<file path="src/rtl/skew_feed_ctrl.sv">
// Feeds feature-buffer vectors into a downstream skew register file, then
// flushes the skew pipeline with DRAIN_CYCLES all-zero vectors before signalling done.
module skew_feed_ctrl #(
  parameter int DATA_WIDTH   = 8,
  parameter int BUFFER_COUNT = 16,
  parameter int ADDR_WIDTH   = 10,
  parameter int DRAIN_CYCLES = 42
) (
  input  logic                               clk,
  input  logic                               rst_n,
  input  logic                               start,
  input  logic [ADDR_WIDTH-1:0]              base_addr,
  input  logic [ADDR_WIDTH:0]                num_vec,
  output logic                               mem_rd_en,
  output logic [ADDR_WIDTH-1:0]              mem_rd_addr,
  input  logic [BUFFER_COUNT*DATA_WIDTH-1:0] mem_rd_data,
  output logic                               read_en,
  output logic [BUFFER_COUNT*DATA_WIDTH-1:0] data_out,
  output logic                               busy,
  output logic                               done
);

  localparam int NW = ADDR_WIDTH + 1;
  localparam int CW = (DRAIN_CYCLES > 0) ? $clog2(DRAIN_CYCLES + 1) : 1;
  localparam logic [CW-1:0] DRAIN_LAST = CW'(DRAIN_CYCLES);

  typedef enum logic [1:0] {
    IDLE  = 2'd0,
    FETCH = 2'd1,
    DRAIN = 2'd2,
    DONE  = 2'd3
  } state_t;

  state_t          state_r;
  logic [NW-1:0]   rem_r;        // reads still to issue after the current one
  logic            rd_valid_r;   // mem_rd_data is valid this cycle
  logic [CW-1:0]   drain_cnt_r;

  assign busy = (state_r != IDLE);

  // Transfer sequencer: read issue, data capture, zero flush and completion pulse.
  always_ff @(posedge clk or negedge rst_n) begin
    if (!rst_n) begin
      state_r     <= IDLE;
      rem_r       <= '0;
      rd_valid_r  <= 1'b0;
      drain_cnt_r <= '0;
      mem_rd_en   <= 1'b0;
      mem_rd_addr <= '0;
      read_en     <= 1'b0;
      data_out    <= '0;
      done        <= 1'b0;
    end else begin
      mem_rd_en  <= 1'b0;
      rd_valid_r <= 1'b0;
      read_en    <= 1'b0;
      data_out   <= '0;
      done       <= 1'b0;
      case (state_r)
        IDLE: begin
          if (start) begin
            if (num_vec != '0) begin
              state_r     <= FETCH;
              mem_rd_en   <= 1'b1;
              mem_rd_addr <= base_addr;
              rem_r       <= num_vec - NW'(1'b1);
            end else begin
              state_r <= DONE;
              done    <= 1'b1;
            end
          end else begin
            state_r <= IDLE;
          end
        end
        FETCH: begin
          rd_valid_r <= mem_rd_en;
          if (rd_valid_r) begin
            read_en  <= 1'b1;
            data_out <= mem_rd_data;
          end else begin
            data_out <= '0;
          end
          if (rem_r != '0) begin
            mem_rd_en   <= 1'b1;
            mem_rd_addr <= mem_rd_addr + ADDR_WIDTH'(1'b1);
            rem_r       <= rem_r - NW'(1'b1);
          end else begin
            mem_rd_en <= 1'b0;
          end
          // Last vector is on data_out now and nothing is in flight behind it.
          if (!mem_rd_en && !rd_valid_r && read_en) begin
            if (DRAIN_CYCLES > 0) begin
              state_r     <= DRAIN;
              read_en     <= 1'b1;
              drain_cnt_r <= CW'(1'b1);
            end else begin
              state_r <= DONE;
              done    <= 1'b1;
            end
          end else begin
            state_r <= FETCH;
          end
        end
        DRAIN: begin
          if (drain_cnt_r == DRAIN_LAST) begin
            state_r     <= DONE;
            done        <= 1'b1;
            drain_cnt_r <= '0;
          end else begin
            read_en     <= 1'b1;
            drain_cnt_r <= drain_cnt_r + CW'(1'b1);
          end
        end
        DONE: begin
          state_r <= IDLE;
        end
        default: begin
          state_r <= IDLE;
        end
      endcase
    end
  end

endmodule

</file>
<file path="config.mk">
export PLATFORM = sky130hd
export DESIGN_NAME = skew_feed_ctrl
export DESIGN_NICKNAME = d
export VERILOG_FILES = /design/src/rtl/skew_feed_ctrl.sv
export SDC_FILE = /design/constraint.sdc
export NUM_CORES = 1
export LEC_CHECK = 0
export BUFFER_PORTS_ARGS = -buffer_cell sky130_fd_sc_hd__buf_4
export CAP_MARGIN = 40
export CORE_UTILIZATION = 47
export DETAILED_ROUTE_END_ITERATION = 10
export MAX_ROUTING_LAYER = met4
export PLACE_DENSITY = 0.85
export SLEW_MARGIN = 20
export SYNTH_ARGS = -nofsm -noshare
export SYNTH_HDL_FRONTEND = slang
export SYNTH_SLANG_ARGS = --single-unit
</file>
<file path="constraint.sdc">
create_clock -name clk -period 3.6 [get_ports clk]
set_input_delay 0.18 -clock clk [delete_from_list [all_inputs] [get_ports clk]]
set_output_delay 0.18 -clock clk [all_outputs]
set_load 0.01 [all_outputs]
</file>
==> reports/metrics.cfg <==
[detailed_routing]
dr.pass1.iters = 8
via_per_inst = 5.51
drt_iter0_markers = 511
vias = 5931
drc = 0
antenna_left = 0
routed_wl_microns = 22100
wire_per_inst_microns = 20.6

[logic_synthesis]
synth_fa_ha_area_share_pct = 1.36
yosysTopAreaCellShare_pct = 62.4
synthArstFlopShare_pct = 100
yosys.cell_types.count = 63
synth_compound_area_share_pct = 9.13
synth_simple_gate_area_share_pct = 22.0
synth_area_leaders = dfrtp_1 62%, and3_1 13%, clkbuf_1 1.7%, a21oi_1 1.5%, o21ai_0 1.5%
syn_inst = 540
synth-xor-area-share_pct = 0.814
synthMuxAreaShare_pct = 1.11
ys_warn_count = 0
synth-edff-count = 0
ys_seq_area_share_pct = 62.4
synth_top_family_by_area = simple AND/OR/NAND/NOR gates
synth_top_area_cell = dfrtp_1
synth_area_sq_um = 6450
syn-num-nets = 699
synth_top_flop_cell = dfrtp_1
avgSynthCellArea_sq_um = 11.9
ys_ff_latch = 161

[grt]
use_met3_pct = 6.90
grt_use_met1_pct = 36.3
groute.usage.overall_pct = 32.4
top_usage_layer = met2
grt_pass1_wl_microns = 33700
grt_max_degree = 110
grt_pass1_vias = 5983
met2_usage_pct = 56.2
overflow = 0
antenna_found_initial = 0

[die]
num_rows = 42
core_area_sq_um = 13300
start_util_pct = 48.5
chipHeight_microns = 119
pin_count = 294
die_area_sq_um = 14200
dieWidth_microns = 119

[final_layout]
n_fill_cell = 822
fin_cells = 1076
nNetsFinal = 1046
seqCellArea_sq_um = 4030
antenna_cells = 0
stdcell_area_sq_um = 10100
multiInputGateArea_sq_um = 2240
synthToLayoutAreaGrowth_pct = 55.8
drive_gt1_share_pct = 39.1
fin_util_pct = 75.6

[worst_setup_path]
required_ps = 3920
worstPathCellList = inv_1, ha_4, nor2b_1, nor2_1, a221oi_4, mux2_2
path_max_fanout = 59
cp.depth = 6
crit_type = reg2reg
crit_path_max_incr_delay_ps = 690
worstReg2RegStart = state_r[1]$_DFFE_PN0N_
crit_arrival_ps = 3180
crit_family = compound AO/OA/AOI/OAI gates
start_kind = register
reg2regPathDepth = 6
crit_path_end_kind = register
critPathLaunch = state_r[1]$_DFFE_PN0N_
worst-path-buf-inv = 1
slowest_stage = a221oi_4

[placed_design]
dp.cells = 978
gp_congestion = 0.904
hpwl_microns = 13600
placed_cell_area_sq_um = 8810
port_buffers = 293

[timing]
hold_viol = 0
setup_tns_ps = 0
final-setup-viol-count = 0
min_period_ps = 2860
max_freq_ghz = 0.350
slew_headroom_pct = 41.4
fin_crit_sh_pct = 79.4
worstMarginPinSlew_ps = 880
fin_skew_ps = 16.2
slew_violations = 0
rsz0062_at_grt = false
fin_worst_hold_slack_ps = 0.902

[run]
cap_violations = 0

[cts]
cts_tree = yes
postCtsSetupRepairBufs = 0
clk_pin_slew_worst_paths_ps = 70
clk_latency_ps = 440
htree_levels = 4
cts_buffers = 17
cts-root-buf = clkbuf_16
clk_path_buf_depth = 2
numClockSinks = 161

[power_and_ir_drop]
peakVddDrop_mv = 0.367
power_leakage_nw = 5.52
p_per_area_nw_per_um2 = 585

[hold_path]
hold_class = in2reg
hold_start = mem_rd_data[95]
hold_depth = 2

[outcome]
run_status = finished clean

## layout make-up
type / instances / area share (%)
sequential: 161 / 40.1
timing repair buffer: 365 / 29.2
multi-input combinational: 332 / 22.3
clock buffer: 19 / 4.51
tap: 176 / 2.19
clock inverter: 13 / 1.27
inverter: 10 / 0.373
## kinds of logic (layout without fill, tap and decap cells)
group | after synthesis | after routing
muxes | 7 | 7
AOI/OAI and AO/OA | 87 | 87
xor gates and xnor gates | 6 | 6
and+or+nand+nor | 225 | 225
adders and majority gates | 7 | 7
buffers and inverters | 47 | 407
DFF | 161 | 161
## final timing paths
path	slack, ps	end
min reg2reg	520	drain_cnt_r[5]$_DFFE_PN0P_
min	0.9	data_out[95]$_DFF_PN0_
max reg2reg	740	rem_r[0]$_DFFE_PN0P_
min in group asynchronous	240	done$_DFF_PN0_
max in group asynchronous	2260	data_out[64]$_DFF_PN0_
max	740	rem_r[0]$_DFFE_PN0P_
## per-stage QoR
stage | total power, mW | worst slack (ps)
finish | 5.88 | 742
global route | 6.16 | 542
CTS | 5.84 | 768
detailed placement | 4.02 | 780
global placement | 3.90 | 871
floorplan | 3.33 | 1130
## cell usage in the layout, fill, tap and decap left out, types with 4 or more instances in the layout
cell and instances:
buf_4 295, dfrtp_1 160, o31ai_1 4, nor3_1 8
clkinv_4 4, a21o_1 5, inv_1 10, nand3_1 10
xnor2_1 4, dlygate4sd3_1 66, o21ai_0 19, ha_1 6
nand2_1 12, mux2i_1 6, nand2b_1 4, nor4_1 4
o22ai_1 10, nor2_1 19, a21oi_1 19, clkbuf_16 17
and3_1 133
## layer usage
layer,up-vias,wire [microns]
met5,-,0
met4,0,647
met3,55,1510
met2,277,12000
met1,2948,8010
li1,2651,-
## worst reg2reg max path, stage by stage (launching register included)
cell,delay [ps]
dfrtp_1,400
inv_1,120
ha_4,550
nor2b_1,430
nor2_1,140
a221oi_4,690
mux2_2,420
## registers in the layout, indices dropped and copies added (netlist names), 2 cells and up
signal,count
mem_rd_addr,10
rem_r,11
drain_cnt_r,6
state_r,2
data_out,128
## report_power, final
group	internal (mW)	switching (mW)	leakage, nW
Combinational	0.775	1.01	3.07
Sequential	2.04	0.270	2.17
Clock	1.00	0.792	0.282
## cell usage after synthesis (4+ instances only)
cell type    n
dfrtp_1    161
and3_1     133
clkbuf_1    30
a21oi_1     19
nor2_1      19
o21ai_0     19
nand2_1     12
inv_1       10
nand3_1     10
o22ai_1     10
nor3_1       8
ha_1         7
mux2i_1      6
a21o_1       5
nand2b_1     4
nor4_1       4
o31ai_1      4
xnor2_1      4
## what timing repair did
item | in CTS | in global routing
hold buffers | 65 | 1
endpoints found under the setup margin | 0 | 0
gates resized for setup | 0 | 0
endpoints found under the hold margin | 108 | 1
(Power assumes the default switching activity.)
